==> config.mk <==
export PLATFORM = sky130hd
export DESIGN_NAME = morse_stream_decoder_flat
export DESIGN_NICKNAME = d
export VERILOG_FILES = /design/src/rtl/morse_stream_decoder_if.sv /design/src/rtl/morse_stream_decoder.sv /design/src/flat_wrapper.sv
export SDC_FILE = /design/constraint.sdc
export NUM_CORES = 1
export LEC_CHECK = 0
export CORE_MARGIN = 5
export CORE_UTILIZATION = 40
export DETAILED_ROUTE_END_ITERATION = 6
export MAX_ROUTING_LAYER = met4
export PLACE_DENSITY = 0.56
export SYNTH_ARGS = -nofsm -noshare
export SYNTH_HDL_FRONTEND = slang
export SYNTH_SLANG_ARGS = --single-unit
==> constraint.sdc <==
create_clock -name CLK -period 2.8 [get_ports CLK]
set_clock_uncertainty 0.15 [all_clocks]
set_input_delay 0.56 -clock CLK [delete_from_list [all_inputs] [get_ports CLK]]
set_output_delay 0.56 -clock CLK [all_outputs]
set_load 0.05 [all_outputs]
==> src/rtl/morse_stream_decoder_if.sv <==
// morse_stream_decoder_if
//   Groups the symbol inputs, the FIFO read port and the status outputs of
//   morse_stream_decoder.
//
//   Signal protocol:
//     SHORT / LONG / END_CHAR / CLR are single-cycle pulses. They are sampled
//     on every rising clock edge and need no ready. RD_DATA is the
//     first-word-fall-through head and is valid whenever EMPTY=0; it works as
//     valid=~EMPTY with RD_EN as ready, so a pop happens on an edge where
//     RD_EN=1 and EMPTY=0. RD_EN while EMPTY=1 has no effect.
//
//   Ports:
//     master : drives CLR, SHORT, LONG, END_CHAR, RD_EN; observes the rest
//     slave  : the decoder side
//     dbg_state exposes the collector FSM state (0 IDLE, 1 COLLECT, 2 COMMIT).
interface morse_stream_decoder_if #(
    parameter int FIFO_DEPTH = 16
);
    localparam int CW = $clog2(FIFO_DEPTH) + 1;

    logic          CLR;
    logic          SHORT;
    logic          LONG;
    logic          END_CHAR;
    logic          RD_EN;
    logic [5:0]    RD_DATA;
    logic          EMPTY;
    logic          FULL;
    logic [CW-1:0] COUNT;
    logic          STROBE;
    logic [5:0]    LAST_CODE;
    logic          ERR_CODE;
    logic          OVERFLOW;
    logic [1:0]    dbg_state;

    modport master (
        output CLR, SHORT, LONG, END_CHAR, RD_EN,
        input  RD_DATA, EMPTY, FULL, COUNT, STROBE, LAST_CODE, ERR_CODE,
               OVERFLOW, dbg_state
    );

    modport slave (
        input  CLR, SHORT, LONG, END_CHAR, RD_EN,
        output RD_DATA, EMPTY, FULL, COUNT, STROBE, LAST_CODE, ERR_CODE,
               OVERFLOW, dbg_state
    );
endinterface

==> src/rtl/morse_stream_decoder.sv <==
// morse_stream_decoder
//   Collects dot/dash pulses into a character, closes it on END_CHAR or after
//   GAP_CYCLES idle cycles, decodes it (A..Z = 0..25, optional digits
//   0..9 = 26..35, invalid = 6'h3F) and queues the code in a FWFT FIFO.
//
//   Ports:
//     CLK      rising-edge system clock
//     RESET_N  asynchronous active-low reset
//     bus      morse_stream_decoder_if.slave: symbol pulses, CLR, FIFO read
//              port, status (EMPTY/FULL/COUNT/STROBE/LAST_CODE/ERR_CODE/
//              OVERFLOW) and dbg_state
module morse_stream_decoder #(
    parameter int MAX_SYMS   = 5,
    parameter int GAP_CYCLES = 50_000_000,
    parameter int FIFO_DEPTH = 16,
    parameter int DIGITS_EN  = 1
) (
    input  logic                  CLK,
    input  logic                  RESET_N,
    morse_stream_decoder_if.slave bus
);
    localparam int  AW         = $clog2(FIFO_DEPTH);
    localparam int  CW         = AW + 1;
    localparam int  CNTW       = $clog2(MAX_SYMS + 1);
    localparam int  TW         = (GAP_CYCLES > 0) ? $clog2(GAP_CYCLES + 1) : 1;
    localparam int  GAP_LAST   = (GAP_CYCLES > 0) ? GAP_CYCLES - 1 : 0;
    localparam bit  AUTO_CLOSE = (GAP_CYCLES > 0);
    localparam logic [5:0] CODE_INVALID = 6'h3F;

    typedef enum logic [1:0] {
        S_IDLE    = 2'd0,
        S_COLLECT = 2'd1,
        S_COMMIT  = 2'd2
    } state_t;

    state_t              state_q, state_d;
    logic [MAX_SYMS-1:0] sym_q, sym_d, base_sym;
    logic [CNTW-1:0]     cnt_q, cnt_d, base_cnt;
    logic                inv_q, inv_d, base_inv;
    logic [TW-1:0]       tmr_q, tmr_d;

    logic                sym_pulse;
    logic                commit;
    logic [5:0]          commit_code;

    logic [5:0]          mem [FIFO_DEPTH];
    logic [AW-1:0]       wr_ptr_q, rd_ptr_q;
    logic [CW-1:0]       count_q;
    logic                fifo_empty, fifo_full, do_pop, do_push;
    logic                overflow_q, strobe_q, err_q;
    logic [5:0]          last_code_q;

    // Pattern is right-aligned, first symbol in the highest used bit;
    // dot = 0, dash = 1.
    function automatic logic [5:0] decode(input logic [2:0] n,
                                          input logic [4:0] p,
                                          input logic       dig_en);
        logic [5:0] c;
        c = CODE_INVALID;
        case (n)
            3'd1: case (p)
                5'b00000: c = 6'd4;   // E
                5'b00001: c = 6'd19;  // T
                default:  c = CODE_INVALID;
            endcase
            3'd2: case (p)
                5'b00000: c = 6'd8;   // I
                5'b00001: c = 6'd0;   // A
                5'b00010: c = 6'd13;  // N
                5'b00011: c = 6'd12;  // M
                default:  c = CODE_INVALID;
            endcase
            3'd3: case (p)
                5'b00000: c = 6'd18;  // S
                5'b00001: c = 6'd20;  // U
                5'b00010: c = 6'd17;  // R
                5'b00011: c = 6'd22;  // W
                5'b00100: c = 6'd3;   // D
                5'b00101: c = 6'd10;  // K
                5'b00110: c = 6'd6;   // G
                5'b00111: c = 6'd14;  // O
                default:  c = CODE_INVALID;
            endcase
            3'd4: case (p)
                5'b00000: c = 6'd7;   // H
                5'b00001: c = 6'd21;  // V
                5'b00010: c = 6'd5;   // F
                5'b00100: c = 6'd11;  // L
                5'b00110: c = 6'd15;  // P
                5'b00111: c = 6'd9;   // J
                5'b01000: c = 6'd1;   // B
                5'b01001: c = 6'd23;  // X
                5'b01010: c = 6'd2;   // C
                5'b01011: c = 6'd24;  // Y
                5'b01100: c = 6'd25;  // Z
                5'b01101: c = 6'd16;  // Q
                default:  c = CODE_INVALID;
            endcase
            3'd5: if (dig_en) begin
                case (p)
                    5'b11111: c = 6'd26;  // 0
                    5'b01111: c = 6'd27;  // 1
                    5'b00111: c = 6'd28;  // 2
                    5'b00011: c = 6'd29;  // 3
                    5'b00001: c = 6'd30;  // 4
                    5'b00000: c = 6'd31;  // 5
                    5'b10000: c = 6'd32;  // 6
                    5'b11000: c = 6'd33;  // 7
                    5'b11100: c = 6'd34;  // 8
                    5'b11110: c = 6'd35;  // 9
                    default:  c = CODE_INVALID;
                endcase
            end
            default: c = CODE_INVALID;
        endcase
        return c;
    endfunction

    assign sym_pulse   = bus.SHORT | bus.LONG;
    assign commit      = (state_q == S_COMMIT);
    assign commit_code = inv_q ? CODE_INVALID
                               : decode(3'(cnt_q), 5'(sym_q), DIGITS_EN != 0);

    // Next-state and collector update.
    always_comb begin
        state_d  = state_q;
        sym_d    = sym_q;
        cnt_d    = cnt_q;
        inv_d    = inv_q;
        tmr_d    = tmr_q;
        // Outside COLLECT a symbol always starts a fresh character
        // (this covers a symbol landing in the COMMIT cycle).
        base_sym = sym_q;
        base_cnt = cnt_q;
        base_inv = inv_q;
        if (state_q != S_COLLECT) begin
            base_sym = '0;
            base_cnt = '0;
            base_inv = 1'b0;
        end

        case (state_q)
            S_IDLE: begin
                if (sym_pulse) state_d = bus.END_CHAR ? S_COMMIT : S_COLLECT;
            end
            S_COLLECT: begin
                // Timer holds GAP_CYCLES-1 on the edge that enters COMMIT,
                // which lands COMMIT exactly GAP_CYCLES edges after the symbol.
                if (bus.END_CHAR)
                    state_d = S_COMMIT;
                else if (!sym_pulse && AUTO_CLOSE && tmr_q == TW'(GAP_LAST))
                    state_d = S_COMMIT;
            end
            S_COMMIT: begin
                if (sym_pulse) state_d = bus.END_CHAR ? S_COMMIT : S_COLLECT;
                else           state_d = S_IDLE;
            end
            default: state_d = S_IDLE;
        endcase

        if (sym_pulse) begin
            tmr_d = '0;
            sym_d = base_sym;
            cnt_d = base_cnt;
            inv_d = base_inv;
            if (bus.SHORT && bus.LONG) begin
                inv_d = 1'b1;
            end else if (base_cnt == CNTW'(MAX_SYMS)) begin
                inv_d = 1'b1;
            end else begin
                sym_d = {base_sym[MAX_SYMS-2:0], bus.LONG};
                cnt_d = base_cnt + CNTW'(1);
            end
        end else if (state_q == S_COMMIT) begin
            sym_d = '0;
            cnt_d = '0;
            inv_d = 1'b0;
            tmr_d = '0;
        end else if (state_q == S_COLLECT && AUTO_CLOSE && tmr_q != TW'(GAP_LAST)) begin
            tmr_d = tmr_q + TW'(1);
        end
    end

    // FIFO control. A full FIFO still accepts a push when the same edge pops.
    assign fifo_empty = (count_q == '0);
    assign fifo_full  = (count_q == CW'(FIFO_DEPTH));
    assign do_pop     = bus.RD_EN & ~fifo_empty;
    assign do_push    = commit & (~fifo_full | do_pop);

    always_ff @(posedge CLK or negedge RESET_N) begin
        if (!RESET_N) begin
            state_q     <= S_IDLE;
            sym_q       <= '0;
            cnt_q       <= '0;
            inv_q       <= 1'b0;
            tmr_q       <= '0;
            wr_ptr_q    <= '0;
            rd_ptr_q    <= '0;
            count_q     <= '0;
            overflow_q  <= 1'b0;
            strobe_q    <= 1'b0;
            err_q       <= 1'b0;
            last_code_q <= CODE_INVALID;
        end else if (bus.CLR) begin
            state_q     <= S_IDLE;
            sym_q       <= '0;
            cnt_q       <= '0;
            inv_q       <= 1'b0;
            tmr_q       <= '0;
            wr_ptr_q    <= '0;
            rd_ptr_q    <= '0;
            count_q     <= '0;
            overflow_q  <= 1'b0;
            strobe_q    <= 1'b0;
            err_q       <= 1'b0;
            last_code_q <= CODE_INVALID;
        end else begin
            state_q  <= state_d;
            sym_q    <= sym_d;
            cnt_q    <= cnt_d;
            inv_q    <= inv_d;
            tmr_q    <= tmr_d;
            strobe_q <= commit;
            err_q    <= commit && (commit_code == CODE_INVALID);
            if (commit) last_code_q <= commit_code;
            if (commit && fifo_full && !do_pop) overflow_q <= 1'b1;
            if (do_push) wr_ptr_q <= wr_ptr_q + AW'(1);
            if (do_pop)  rd_ptr_q <= rd_ptr_q + AW'(1);
            case ({do_push, do_pop})
                2'b10:   count_q <= count_q + CW'(1);
                2'b01:   count_q <= count_q - CW'(1);
                default: count_q <= count_q;
            endcase
        end
    end

    always_ff @(posedge CLK) begin
        if (do_push && !bus.CLR) mem[wr_ptr_q] <= commit_code;
    end

    assign bus.RD_DATA   = fifo_empty ? CODE_INVALID : mem[rd_ptr_q];
    assign bus.EMPTY     = fifo_empty;
    assign bus.FULL      = fifo_full;
    assign bus.COUNT     = count_q;
    assign bus.STROBE    = strobe_q;
    assign bus.LAST_CODE = last_code_q;
    assign bus.ERR_CODE  = err_q;
    assign bus.OVERFLOW  = overflow_q;
    assign bus.dbg_state = state_q;
endmodule

==> src/flat_wrapper.sv <==
// flat-port wrapper written by rule: the top's interface ports become plain ports
module morse_stream_decoder_flat 
#(
    parameter int MAX_SYMS   = 5,
    parameter int GAP_CYCLES = 50_000_000,
    parameter int FIFO_DEPTH = 16,
    parameter int DIGITS_EN  = 1
)
  (CLK, RESET_N, bus_CLR, bus_SHORT, bus_LONG, bus_END_CHAR, bus_RD_EN, bus_RD_DATA, bus_EMPTY, bus_FULL, bus_COUNT, bus_STROBE, bus_LAST_CODE, bus_ERR_CODE, bus_OVERFLOW, bus_dbg_state);
  morse_stream_decoder_if #(.FIFO_DEPTH(FIFO_DEPTH)) bus_i ();
  input  logic CLK;
  input  logic RESET_N;
  input wire logic [$bits(bus_i.CLR)-1:0] bus_CLR;
  input wire logic [$bits(bus_i.SHORT)-1:0] bus_SHORT;
  input wire logic [$bits(bus_i.LONG)-1:0] bus_LONG;
  input wire logic [$bits(bus_i.END_CHAR)-1:0] bus_END_CHAR;
  input wire logic [$bits(bus_i.RD_EN)-1:0] bus_RD_EN;
  output wire logic [$bits(bus_i.RD_DATA)-1:0] bus_RD_DATA;
  output wire logic [$bits(bus_i.EMPTY)-1:0] bus_EMPTY;
  output wire logic [$bits(bus_i.FULL)-1:0] bus_FULL;
  output wire logic [$bits(bus_i.COUNT)-1:0] bus_COUNT;
  output wire logic [$bits(bus_i.STROBE)-1:0] bus_STROBE;
  output wire logic [$bits(bus_i.LAST_CODE)-1:0] bus_LAST_CODE;
  output wire logic [$bits(bus_i.ERR_CODE)-1:0] bus_ERR_CODE;
  output wire logic [$bits(bus_i.OVERFLOW)-1:0] bus_OVERFLOW;
  output wire logic [$bits(bus_i.dbg_state)-1:0] bus_dbg_state;
  assign bus_i.CLR = bus_CLR;
  assign bus_i.SHORT = bus_SHORT;
  assign bus_i.LONG = bus_LONG;
  assign bus_i.END_CHAR = bus_END_CHAR;
  assign bus_i.RD_EN = bus_RD_EN;
  assign bus_RD_DATA = bus_i.RD_DATA;
  assign bus_EMPTY = bus_i.EMPTY;
  assign bus_FULL = bus_i.FULL;
  assign bus_COUNT = bus_i.COUNT;
  assign bus_STROBE = bus_i.STROBE;
  assign bus_LAST_CODE = bus_i.LAST_CODE;
  assign bus_ERR_CODE = bus_i.ERR_CODE;
  assign bus_OVERFLOW = bus_i.OVERFLOW;
  assign bus_dbg_state = bus_i.dbg_state;
  morse_stream_decoder #(.MAX_SYMS(MAX_SYMS), .GAP_CYCLES(GAP_CYCLES), .FIFO_DEPTH(FIFO_DEPTH), .DIGITS_EN(DIGITS_EN)) u_core (.CLK(CLK), .RESET_N(RESET_N), .bus(bus_i));
endmodule
==> results of run 1 <==
==> per-stage QoR <==
stage	area [um2]	total power, mW	util
4_1_cts	9110	7.10	0.489
3_3_place_gp	8470	4.72	0.454
2_1_floorplan	7600	4.07	-
6_report	9140	7.07	0.490
5_1_grt	9140	7.39	0.490
3_5_place_dp	8470	4.76	0.454
==> worst max-delay path: cells and delay by family, from the launching register on <==
kind | cells | cell delay (ps)
flip-flops | 1 | 470
buffers and inverters | 2 | 330
multiplexers | 2 | 990
AND/OR/NAND/NOR | 1 | 240
==> cell usage in the layout (no fill, tap or decap), drive strengths merged, types with 4 or more instances in the layout <==
master / count
nor4: 10
inv: 19
clkbuf: 17
clkinv: 4
or2: 9
xor2: 10
and3: 4
ha: 18
nand4: 6
mux4: 30
edfxtp: 96
a21oi: 22
nor2: 63
buf: 65
dfstp: 6
nand3: 29
mux2i: 4
dfrtp: 53
nand2: 55
o211ai: 5
xnor2: 19
nor2b: 9
clkdlybuf4s50: 21
a22o: 4
nor3: 23
o21ai: 18
or4: 4
or3: 5
nand2b: 12
==> path summary, 6_finish.rpt <==
path                                                             to  slack [ps]  cells past startpoint
worst max-delay path                                 bus_RD_DATA[2]        -360                      5
worst min-delay path            u_core.bus.LAST_CODE[2]$_DFFE_PN1P_         340                      2
worst max register to register      u_core.bus.COUNT[4]$_DFFE_PN0P_          60                     11
worst min register to register  u_core.bus.LAST_CODE[2]$_DFFE_PN1P_         340                      2
max in group asynchronous       u_core.bus.LAST_CODE[1]$_DFFE_PN1P_        1440                      3
min in group asynchronous           u_core.bus.COUNT[2]$_DFFE_PN0P_         430                      2
==> kinds of logic after synthesis <==
logic type	share of synthesized area
AO/OA/AOI/OAI	0.0775
XOR/XNOR	0.0337
adder cells (fa/ha/maj)	0.0325
buffers and inverters	0.0262
flip-flops	0.579
multiplexers	0.0964
AND/OR/NAND/NOR	0.155
==> registers in the layout, summed over array words and instances (netlist names) <==
signal	count
u_core.bus.STROBE	1
u_core.wr_ptr_q	4
u_core.rd_ptr_q	4
u_core.bus.OVERFLOW	1
u_core.tmr_q	26
u_core.bus.ERR_CODE	1
u_core.bus.COUNT	5
u_core.bus.LAST_CODE	6
u_core.cnt_q	3
u_core.mem	96
u_core.sym_q	5
u_core.inv_q	1
u_core.bus.dbg_state	2
==> report_power, final <==
part           internal (mW)  leakage (nW)  switching [mW]  total (mW)
Sequential              2.53          1.63          0.0612        2.59
Clock                   1.24         0.275           0.956        2.20
Combinational           1.05          1.39            1.24        2.29
Total                   4.81          3.30            2.26        7.07
==> per-layer routing <==
metal / global-route usage / part of all wire / up-vias
met2: 0.277 / 0.52 / 105
met3: 0.0330 / 0.024 / 12
met4: 0.0331 / 0.0065 / 0
li1: - / - / 2413
met5: - / 0 / -
met1: 0.208 / 0.45 / 2500
==> layout make-up <==
type,count,area share
clock inverter,14,0.0149
tap,234,0.0320
sequential,155,0.478
multi-input combinational,407,0.333
clock buffer,17,0.0465
timing repair buffer,87,0.0899
inverter,13,0.00575
==> repair_timing <==
item	in CTS	in global routing
buffers inserted	1	2
gates cloned	1	0
resized for setup	10	3
endpoints found under the hold margin	10	0
setup endpoints to repair	8	7
pin swaps	1	4
hold buffers	1	0
==> summary.txt, run 1 <==
area of all sequential standard cells -> 0.00437 mm2
global placer's final weighted congestion -> 0.855
TritonCTS clock tree -> yes
std cell rows -> 50
maximum fanout along the worst path -> 11
overall global routing resource usage -> 0.164
status -> complete, but fails checks
maximum number of pins on one net before global-route repair -> 31
ant diodes -> 0
effective utilization at floorplan -> 0.405
placeable core region -> 0.0186 mm2
Pins Over Slew Limit -> 0
number of clock buffers inserted by TritonCTS -> 17
launch point of the worst hold path -> u_core.bus.LAST_CODE[2]$_DFFE_PN1P_
kind of critical path -> reg2out
Crit Reg-Reg Startpoint -> u_core.bus.COUNT[3]$_DFFE_PN0P_
class of the tightest hold or removal check -> reg2reg
vias per cell -> 5.43
register bit count reported by yosys -> 155
max-cap check violation count -> 0
count of warnings emitted by yosys -> 0
clock tree root buffer cell -> sky130_fd_sc_hd__clkbuf_16
distinct cell type count after synthesis -> 67
die area -> 0.0217 mm2
antenna violations before repair -> 0
final hold slack -> 336 ps
startpoint kind of the worst setup timing path -> register
Leakage -> 3.30 nW
wire length after detailed routing -> 16.9 mm
number of I/O pins -> 31
Post-DP HPWL -> 12.0 mm
residual antenna-violating net count after detailed routing -> 0
total area of multi-input combinational cells -> 0.00304 mm2
Layout area overhead -> 21.2%
Post-Layout Cell Count -> 927
count leader, synth -> sky130_fd_sc_hd__edfxtp_1
Final Worst Setup Slack -> -364 ps
sinks on the clock net -> 155
worst path cell trace -> buf_12 > mux4_2 > mux4_2 > or2_4 > buf_6
Final Hold Fails -> 0
critical path endpoint category -> output pin
failing checks -> negative setup slack
number of vias after detailed routing -> 5030
number of global-route vias before repair -> 5096
count of mapped cells out of synthesis -> 608
Slowest Stage Delay on Critical Path -> 510 ps
chip width -> 147 um
mapped cell area -> 0.00754 mm2
TritonRoute pass-1 iters -> 5
remaining max-slew budget at the tightest pin -> 0.490
Final TNS setup -> -2090 ps
CP most frequent cell -> sky130_fd_sc_hd__mux4_2
Clk Latency, worst-skew pair -> 410 ps
y dimension of the die -> 147 um
wire length of the first global-routing pass -> 27.5 mm
number of nets produced by synthesis -> 634
proportion of synthesized chip area in sequential cells -> 0.579
start point of the critical path -> u_core.rd_ptr_q[0]$_DFFE_PN0P_
share of the synthesized area in the top cell type -> 0.382
IR drop worst, VDD -> 0.000396 V
share of the clock period used by the worst path -> 1.13
dpl ws -> -2.27 ps
clock input transition at the sequential cells of the worst setup and hold paths -> 60 ps
share of synthesized registers carrying an async set or reset -> 0.381
cell taking the most area after synthesis -> sky130_fd_sc_hd__edfxtp_1
Peak Freq -> 0.316 GHz
slowest CP cell -> sky130_fd_sc_hd__mux4_2
most instantiated cells after synthesis -> sky130_fd_sc_hd__edfxtp_1 (96), sky130_fd_sc_hd__nor2_1 (63), sky130_fd_sc_hd__nand2_1 (55), sky130_fd_sc_hd__dfrtp_1 (53), sky130_fd_sc_hd__mux4_2 (30)
fill count -> 1624
areal power density over the cells -> 774 mW/mm2
Tightest Pin Transition -> 755 ps
net count of the finished layout -> 707
Clock H-tree levels -> 4
number of enable flip-flop cells after synthesis -> 96
Clock Tree Buf Depth -> 2
violation count after the first detailed-routing iteration -> 395
number of failing setup endpoints in the final timing report -> 6
main flop type after synthesis -> sky130_fd_sc_hd__edfxtp_1
cell types occupying the most area after synthesis -> sky130_fd_sc_hd__edfxtp_1 (38%), sky130_fd_sc_hd__dfrtp_1 (18%), sky130_fd_sc_hd__mux4_2 (9.0%)
average routed wire per standard cell -> 18.2 um
Synth Area per Inst -> 12.4 um2
final routed DRC violation total -> 0
data required time of the worst path -> 2090 ps
final period demand of the worst path -> 3160 ps
Port Buffers -> 30
proportion of layout cells with a drive suffix above 1 -> 0.227
cell count after placement -> 891
GRT overflow -> 0
unrepaired setup endpoints after global routing -> yes
Data arrival, critical path -> 2450 ps
Note: power is estimated with default switching activity, not from simulation.
==> run 2, diff against run 1 <==
ABC_AREA = 1   (was unset)
PLACE_DENSITY = 0.55   (was 0.56)
==> summary.txt, run 2 <==
critical path endpoint category -> output pin (unchanged)
share of power burned in registers -> 0.381 (was 0.366)
areal power density over the cells -> 710 mW/mm2 (was 774 mW/mm2)
main flop type after synthesis -> sky130_fd_sc_hd__edfxtp_1 (unchanged)
overall global routing resource usage -> 0.182 (was 0.164)
residual antenna-violating net count after detailed routing -> 0 (unchanged)
proportion of power drawn by the clock network -> 0.339 (was 0.311)
wire length after detailed routing -> 20.5 mm (was 16.9 mm)
count leader, synth -> sky130_fd_sc_hd__nor2_1 (was sky130_fd_sc_hd__edfxtp_1)
count of warnings emitted by yosys -> 0 (unchanged)
fill count -> 1963 (was 1624)
number of failing setup endpoints in the final timing report -> 0 (was 6)
leading cell type in the layout, fill and taps excluded -> sky130_fd_sc_hd__nor2_1 (was sky130_fd_sc_hd__edfxtp_1)
die area -> 0.0236 mm2 (was 0.0217 mm2)
Clock H-tree levels -> 4 (unchanged)
status -> finished clean (was complete, but fails checks)
proportion of synthesized chip area in sequential cells -> 0.530 (was 0.579)
Leakage -> 3.83 nW (was 3.30 nW)
worst path cell trace -> inv_4 > buf_12 > nor2_1 > o211ai_1 > nand3_1 > nand3_1 > buf_4 (was buf_12 > mux4_2 > mux4_2 > or2_4 > buf_6)
sinks on the clock net -> 155 (unchanged)
cell types occupying the most area after synthesis -> sky130_fd_sc_hd__edfxtp_1 (35%), sky130_fd_sc_hd__dfrtp_1 (16%), sky130_fd_sc_hd__nor2_1 (9.2%) (was sky130_fd_sc_hd__edfxtp_1 (38%), sky130_fd_sc_hd__dfrtp_1 (18%), sky130_fd_sc_hd__mux4_2 (9.0%))
y dimension of the die -> 154 um (was 147 um)
effective utilization at floorplan -> 0.407 (was 0.405)
mapped cell area -> 0.00824 mm2 (was 0.00754 mm2)
antenna violations before repair -> 0 (unchanged)
Final Hold Fails -> 0 (unchanged)
register with the most flip-flops -> u_core.mem (unchanged)
area of all sequential standard cells -> 0.00437 mm2 (about the same)
power spent charging and discharging nets -> 2.35 mW (was 2.26 mW)
data required time of the worst path -> 2090 ps (about the same)
cell taking the most area after synthesis -> sky130_fd_sc_hd__edfxtp_1 (unchanged)
number of clock buffers inserted by TritonCTS -> 17 (unchanged)
count of mapped cells out of synthesis -> 977 (was 608)
number of global-route vias before repair -> 6452 (was 5096)
max-cap check violation count -> 0 (unchanged)
Pins Over Slew Limit -> 0 (unchanged)
average routed wire per standard cell -> 15.4 um (was 18.2 um)
number of nets produced by synthesis -> 1003 (was 634)
share of synthesized registers carrying an async set or reset -> 0.381 (unchanged)
proportion of layout cells with a drive suffix above 1 -> 0.110 (was 0.227)
placeable core region -> 0.0202 mm2 (was 0.0186 mm2)
register bit count reported by yosys -> 155 (unchanged)
TritonRoute pass-1 iters -> 5 (unchanged)
Clk Latency, worst-skew pair -> 420 ps (was 410 ps)
TritonCTS clock tree -> yes (unchanged)
reg-to-reg slack, setup -> 270 ps (was 60 ps)
final routed DRC violation total -> 0 (unchanged)
post-CTS setup buffer count -> 0 (was 1)
chip width -> 154 um (was 147 um)
clock input transition at the sequential cells of the worst setup and hold paths -> 60 ps (about the same)
Peak Freq -> 0.371 GHz (was 0.316 GHz)
final period demand of the worst path -> 2700 ps (was 3160 ps)
GRT overflow -> 0 (unchanged)
share of the synthesized area in the top cell type -> 0.350 (was 0.382)
switching power share of the total -> 0.340 (was 0.319)
slowest CP cell -> sky130_fd_sc_hd__dfrtp_2 (was sky130_fd_sc_hd__mux4_2)
most instantiated cells after synthesis -> sky130_fd_sc_hd__nor2_1 (203), sky130_fd_sc_hd__nand2_1 (194), sky130_fd_sc_hd__edfxtp_1 (96), sky130_fd_sc_hd__nand3_1 (94), sky130_fd_sc_hd__o21ai_0 (88) (was sky130_fd_sc_hd__edfxtp_1 (96), sky130_fd_sc_hd__nor2_1 (63), sky130_fd_sc_hd__nand2_1 (55), sky130_fd_sc_hd__dfrtp_1 (53), sky130_fd_sc_hd__mux4_2 (30))
wire length of the first global-routing pass -> 33.6 mm (was 27.5 mm)
commonest non-fill, non-tap cells in the layout -> sky130_fd_sc_hd__nor2_1 (203), sky130_fd_sc_hd__nand2_1 (194), sky130_fd_sc_hd__edfxtp_1 (96), sky130_fd_sc_hd__nand3_1 (94), sky130_fd_sc_hd__o21ai_0 (86) (was sky130_fd_sc_hd__edfxtp_1 (96), sky130_fd_sc_hd__nor2_1 (62), sky130_fd_sc_hd__nand2_1 (54), sky130_fd_sc_hd__buf_4 (51), sky130_fd_sc_hd__dfrtp_1 (49))
maximum number of pins on one net before global-route repair -> 52 (was 31)
share of the clock period used by the worst path -> 0.963 (was 1.13)
clock tree root buffer cell -> sky130_fd_sc_hd__clkbuf_16 (unchanged)
Synth Area per Inst -> 8.43 um2 (was 12.4 um2)
unrepaired setup endpoints after global routing -> no (was yes)
total area of multi-input combinational cells -> 0.00340 mm2 (was 0.00304 mm2)
Post-DP HPWL -> 14.4 mm (was 12.0 mm)
ant diodes -> 0 (unchanged)
net count of the finished layout -> 1071 (was 707)
distinct cell type count after synthesis -> 41 (was 67)
remaining max-slew budget at the tightest pin -> 0.604 (was 0.490)
IR drop worst, VDD -> 0.000414 V (was 0.000396 V)
Tightest Pin Transition -> 594 ps (was 755 ps)
std cell rows -> 52 (was 50)
kind of critical path -> reg2out (unchanged)
class of the tightest hold or removal check -> reg2reg (unchanged)
Clock Tree Buf Depth -> 2 (unchanged)
number of I/O pins -> 31 (unchanged)
number of vias after detailed routing -> 6730 (was 5030)
Combinational Power Share -> 0.280 (was 0.323)
Layout area overhead -> 18.0% (was 21.2%)
violation count after the first detailed-routing iteration -> 486 (was 395)
kind of cell adding the most delay to the critical path -> buffers and inverters (was multiplexers)
Slowest Stage Delay on Critical Path -> 450 ps (was 510 ps)
Data arrival, critical path -> 1990 ps (was 2450 ps)
number of flip-flops under the largest register name -> 96 (unchanged)
Internal Dissipation -> 4.56 mW (was 4.81 mW)
vias per cell -> 5.07 (was 5.43)
Buf/Inv on CP -> 3 (was 2)
CP most frequent cell -> sky130_fd_sc_hd__nand3_1 (was sky130_fd_sc_hd__mux4_2)
global placer's final weighted congestion -> 0.875 (was 0.855)
startpoint kind of the worst setup timing path -> register (unchanged)
number of enable flip-flop cells after synthesis -> 96 (unchanged)
total power after layout -> 6.91 mW (was 7.07 mW)
Port Buffers -> 30 (unchanged)
maximum fanout along the worst path -> 32 (was 11)
Final TNS setup -> 0 ps (was -2090 ps)
## run 2: changes by cell type in the layout (fill, tap and decap cells not counted), moves of 8 or more
cell and change:
sky130_fd_sc_hd__inv_1 +72, sky130_fd_sc_hd__mux4_2 -30, sky130_fd_sc_hd__nand2_1 +140, sky130_fd_sc_hd__nand2b_1 -11, sky130_fd_sc_hd__nand3_1 +65, sky130_fd_sc_hd__nor2_1 +141, sky130_fd_sc_hd__nor2b_1 -9, sky130_fd_sc_hd__nor3_1 -14
sky130_fd_sc_hd__nor4_1 -8, sky130_fd_sc_hd__o211ai_1 +23, sky130_fd_sc_hd__o21ai_0 +70, sky130_fd_sc_hd__xnor2_1 -16
## run 2: area by class of cell
type / count / area share
sequential: 155 / 0.449
multi-input combinational: 704 / 0.350
timing repair buffer: 80 / 0.0711
clock buffer: 18 / 0.0441
tap: 270 / 0.0347
inverter: 87 / 0.0338
clock inverter: 14 / 0.0174
## run 2: cells by family after synthesis
| kind of cell | count (synthesis) | synth area share |
|---|---|---|
| AND/OR/NAND/NOR | 528 | 0.273 |
| buffers and inverters | 118 | 0.0572 |
| adder cells (fa/ha/maj) | 19 | 0.0298 |
| AO/OA/AOI/OAI | 150 | 0.103 |
| flip-flops | 155 | 0.530 |
| XOR/XNOR | 7 | 0.00744 |
## run 2: final timing paths
kind                            cells after the start                             endpoint                            start
worst min register to register                      2      u_core.bus.OVERFLOW$_DFFE_PN0P_  u_core.bus.OVERFLOW$_DFFE_PN0P_
worst max-delay path                                7                       bus_RD_DATA[5]   u_core.rd_ptr_q[0]$_DFFE_PN0P_
worst min-delay path                                2      u_core.bus.OVERFLOW$_DFFE_PN0P_  u_core.bus.OVERFLOW$_DFFE_PN0P_
max in group asynchronous                           3  u_core.bus.LAST_CODE[1]$_DFFE_PN1P_                          RESET_N
min in group asynchronous                           3      u_core.bus.COUNT[3]$_DFFE_PN0P_                          RESET_N
worst max register to register                     11          u_core.mem[13][0]$_DFFE_PP_      u_core.sym_q[0]$_DFFE_PN0P_
## run 2: timing repair
| item | CTS | global route |
|---|---|---|
| hold buffers | 1 | 0 |
| endpoints found under the setup margin | 5 | 22 |
| resized for setup | 3 | 7 |
| hold endpoints to repair | 23 | 0 |
## run 2: worst min-delay path: cells and delay by family, from the launching register on
kind               cells  cell delay (ps)
AOI/OAI and AO/OA      1               50
and+or+nand+nor        1               70
DFF                    1              360
## run 2: stage by stage
step / instances / area (um2) / hold WS, ps / utilization / setup slack [ps]
2_1_floorplan: 977 / 8240 / 114 / - / 195
3_3_place_gp: 1295 / 9100 / 342 / 0.450 / 207
3_5_place_dp: 1295 / 9100 / 354 / 0.450 / 172
4_1_cts: 1328 / 9710 / 370 / 0.480 / 29.7
5_1_grt: 1328 / 9730 / 393 / 0.481 / 4.61
6_report: 1328 / 9730 / 364 / 0.481 / 102
## run 2: power groups by stage
| stage | sequential (mW) | combinational [mW] | clock, mW |
|---|---|---|---|
| 3_5_place_dp | 2.67 | 1.94 | 0 |
| 2_1_floorplan | 2.78 | 1.15 | 0 |
| 4_1_cts | 2.63 | 1.94 | 2.39 |
| 5_1_grt | 2.64 | 2.13 | 2.51 |
| 3_3_place_gp | 2.67 | 1.93 | 0 |
| 6_report | 2.63 | 1.93 | 2.34 |
## run 2: layer usage
metal	part of all wire	vias up	track usage
met5	0	-	-
met4	0.019	0	0.0538
met3	0.033	30	0.0242
met2	0.47	129	0.288
met1	0.48	3164	0.246
li1	-	3407	-
==> run 3, diff against run 2 <==
CORE_UTILIZATION = 45   (was 40)
PLACE_DENSITY = 0.61   (was 0.55)
==> summary.txt, run 3 (synthesis results as in run 2) <==
status -> finished clean (unchanged)
final period demand of the worst path -> 2690 ps (was 2700 ps)
Data arrival, critical path -> 1980 ps (was 1990 ps)
leading cell type in the layout, fill and taps excluded -> sky130_fd_sc_hd__nor2_1 (unchanged)
class of the tightest hold or removal check -> reg2reg (unchanged)
Final TNS setup -> 0 ps (unchanged)
share of the clock period used by the worst path -> 0.962 (was 0.963)
chip width -> 145 um (was 154 um)
launch point of the worst hold path -> u_core.bus.LAST_CODE[5]$_DFFE_PN1P_ (was u_core.bus.OVERFLOW$_DFFE_PN0P_)
violation count after the first detailed-routing iteration -> 466 (was 486)
residual antenna-violating net count after detailed routing -> 0 (unchanged)
clock input transition at the sequential cells of the worst setup and hold paths -> 70 ps (was 60 ps)
Layout area overhead -> 16.4% (was 18.0%)
Leakage -> 3.77 nW (was 3.83 nW)
overall global routing resource usage -> 0.198 (was 0.182)
net count of the finished layout -> 1067 (was 1071)
reg-to-reg slack, setup -> 220 ps (was 270 ps)
GRT overflow -> 0 (unchanged)
Clk Latency, worst-skew pair -> 420 ps (about the same)
fill count -> 1700 (was 1963)
commonest non-fill, non-tap cells in the layout -> sky130_fd_sc_hd__nor2_1 (202), sky130_fd_sc_hd__nand2_1 (194), sky130_fd_sc_hd__edfxtp_1 (96), sky130_fd_sc_hd__nand3_1 (94), sky130_fd_sc_hd__o21ai_0 (88) (was sky130_fd_sc_hd__nor2_1 (203), sky130_fd_sc_hd__nand2_1 (194), sky130_fd_sc_hd__edfxtp_1 (96), sky130_fd_sc_hd__nand3_1 (94), sky130_fd_sc_hd__o21ai_0 (86))
Post-DP HPWL -> 13.8 mm (was 14.4 mm)
TritonRoute pass-1 iters -> 5 (unchanged)
critical path endpoint category -> output pin (unchanged)
maximum fanout along the worst path -> 50 (was 32)
worst reg2reg endpoint -> u_core.mem[4][0]$_DFFE_PP_ (was u_core.mem[13][0]$_DFFE_PP_)
Slowest Stage Delay on Critical Path -> 380 ps (was 450 ps)
die area -> 0.0211 mm2 (was 0.0236 mm2)
start point of the critical path -> u_core.rd_ptr_q[0]$_DFFE_PN0P_ (unchanged)
final routed DRC violation total -> 0 (unchanged)
kind of critical path -> reg2out (unchanged)
ant diodes -> 0 (unchanged)
proportion of layout cells with a drive suffix above 1 -> 0.105 (was 0.110)
startpoint kind of the worst setup timing path -> register (unchanged)
number of failing setup endpoints in the final timing report -> 0 (unchanged)
placeable core region -> 0.0180 mm2 (was 0.0202 mm2)
hold worst-path end -> u_core.bus.LAST_CODE[5]$_DFFE_PN1P_ (was u_core.bus.OVERFLOW$_DFFE_PN0P_)
sinks on the clock net -> 155 (unchanged)
global placer's final weighted congestion -> 0.897 (was 0.875)
Tightest Pin Transition -> 523 ps (was 594 ps)
wire length of the first global-routing pass -> 33.2 mm (was 33.6 mm)
number of clock buffers inserted by TritonCTS -> 17 (unchanged)
dpl ws -> 174 ps (was 172 ps)
number of cells traversed by the worst hold path -> 2 (unchanged)
vias per cell -> 5.22 (was 5.07)
worst path cell trace -> inv_1 > buf_12 > o21ai_0 > o211ai_1 > nand3_1 > nand3_1 > buf_4 (was inv_4 > buf_12 > nor2_1 > o211ai_1 > nand3_1 > nand3_1 > buf_4)
Buf/Inv on CP -> 3 (unchanged)
number of flip-flops under the largest register name -> 96 (unchanged)
wire length after detailed routing -> 20.0 mm (was 20.5 mm)
Clock H-tree levels -> 4 (unchanged)
data required time of the worst path -> 2090 ps (about the same)
unrepaired setup endpoints after global routing -> no (unchanged)
Clock Tree Buf Depth -> 2 (unchanged)
clock tree root buffer cell -> sky130_fd_sc_hd__clkbuf_16 (unchanged)
number of I/O pins -> 31 (unchanged)
maximum number of pins on one net before global-route repair -> 60 (was 52)
final instance area -> 0.00959 mm2 (was 0.00973 mm2)
effective utilization at floorplan -> 0.457 (was 0.407)
CP most frequent cell -> sky130_fd_sc_hd__nand3_1 (unchanged)
Peak Freq -> 0.371 GHz (about the same)
kind of cell adding the most delay to the critical path -> compound AO/OA/AOI/OAI gates (was buffers and inverters)
max-cap check violation count -> 0 (unchanged)
number of global-route vias before repair -> 6440 (was 6452)
Pins Over Slew Limit -> 0 (unchanged)
Final Hold Fails -> 0 (unchanged)
Crit Reg-Reg Startpoint -> u_core.sym_q[1]$_DFFE_PN0P_ (was u_core.sym_q[0]$_DFFE_PN0P_)
antenna violations before repair -> 0 (unchanged)
TritonCTS clock tree -> yes (unchanged)
remaining max-slew budget at the tightest pin -> 0.650 (was 0.604)
Placed Instance Area -> 0.00903 mm2 (was 0.00910 mm2)
IR drop worst, VDD -> 0.000563 V (was 0.000414 V)
Port Buffers -> 30 (unchanged)
register with the most flip-flops -> u_core.mem (unchanged)
areal power density over the cells -> 693 mW/mm2 (was 710 mW/mm2)
std cell rows -> 49 (was 52)
y dimension of the die -> 145 um (was 154 um)
number of vias after detailed routing -> 6695 (was 6730)
average routed wire per standard cell -> 15.6 um (was 15.4 um)
slowest CP cell -> sky130_fd_sc_hd__o21ai_0 (was sky130_fd_sc_hd__dfrtp_2)
Final Worst Setup Slack -> 106 ps (was 102 ps)
worst-case reg-to-reg path depth -> 12 (was 11)
[run 3: stage by stage]
step | hold slack, ps | power, mW | std cells | utilization
2_1_floorplan | 114 | 3.92 | 977 | -
3_3_place_gp | 345 | 4.58 | 1249 | 0.501
3_5_place_dp | 354 | 4.59 | 1249 | 0.501
4_1_cts | 365 | 6.71 | 1282 | 0.531
5_1_grt | 391 | 6.99 | 1283 | 0.532
6_report | 355 | 6.65 | 1283 | 0.532
[run 3: worst max-delay path by stage]
stage	end	slack, ps	cells after the start
2_1_floorplan	u_core.bus.COUNT[4]$_DFFE_PN0P_	190	13
3_3_place_gp	u_core.mem[2][0]$_DFFE_PP_	190	11
3_5_place_dp	u_core.mem[2][0]$_DFFE_PP_	170	11
4_1_cts	bus_RD_DATA[2]	100	7
5_1_grt	bus_RD_DATA[3]	20	8
6_report	bus_RD_DATA[2]	110	7
[run 3: routing by layer]
| metal | vias to the layer above | share of wire | wire length [um] | global-route usage |
|---|---|---|---|---|
| met4 | 0 | 0.013 | 258 | 0.0508 |
| met3 | 26 | 0.033 | 666 | 0.0315 |
| li1 | 3399 | - | - | - |
| met1 | 3136 | 0.46 | 9280 | 0.263 |
| met5 | - | 0 | 0 | - |
| met2 | 134 | 0.49 | 9760 | 0.321 |
[run 3: repair_timing]
item                                   in CTS  in global routing
pin swaps                                   0                  0
hold buffers                                1                  0
resized for setup                           1                  3
setup endpoints to repair                   1                 17
endpoints found under the hold margin      18                  0
buffers inserted                            0                  1
[run 3: area by class of cell]
type / count / area (um2) / area share
Tap cell: 229 / 287 / 0.0299
Multi-Input combinational cell: 704 / 3400 / 0.355
Clock inverter: 15 / 115 / 0.0120
Inverter: 87 / 330 / 0.0344
Sequential cell: 155 / 4370 / 0.455
Clock buffer: 17 / 425 / 0.0443
Timing Repair Buffer: 76 / 666 / 0.0694
[run 3: power breakdown]
part,internal (mW),switching (mW)
Sequential,2.56,0.0674
Clock,1.14,0.972
Combinational,0.583,1.32
Total,4.28,2.36
[run 3: worst min-delay path, stage by stage (launching register included)]
cell	delay (ps)
sky130_fd_sc_hd__dfstp_2	370
sky130_fd_sc_hd__nor2_1	90
sky130_fd_sc_hd__a21oi_1	50
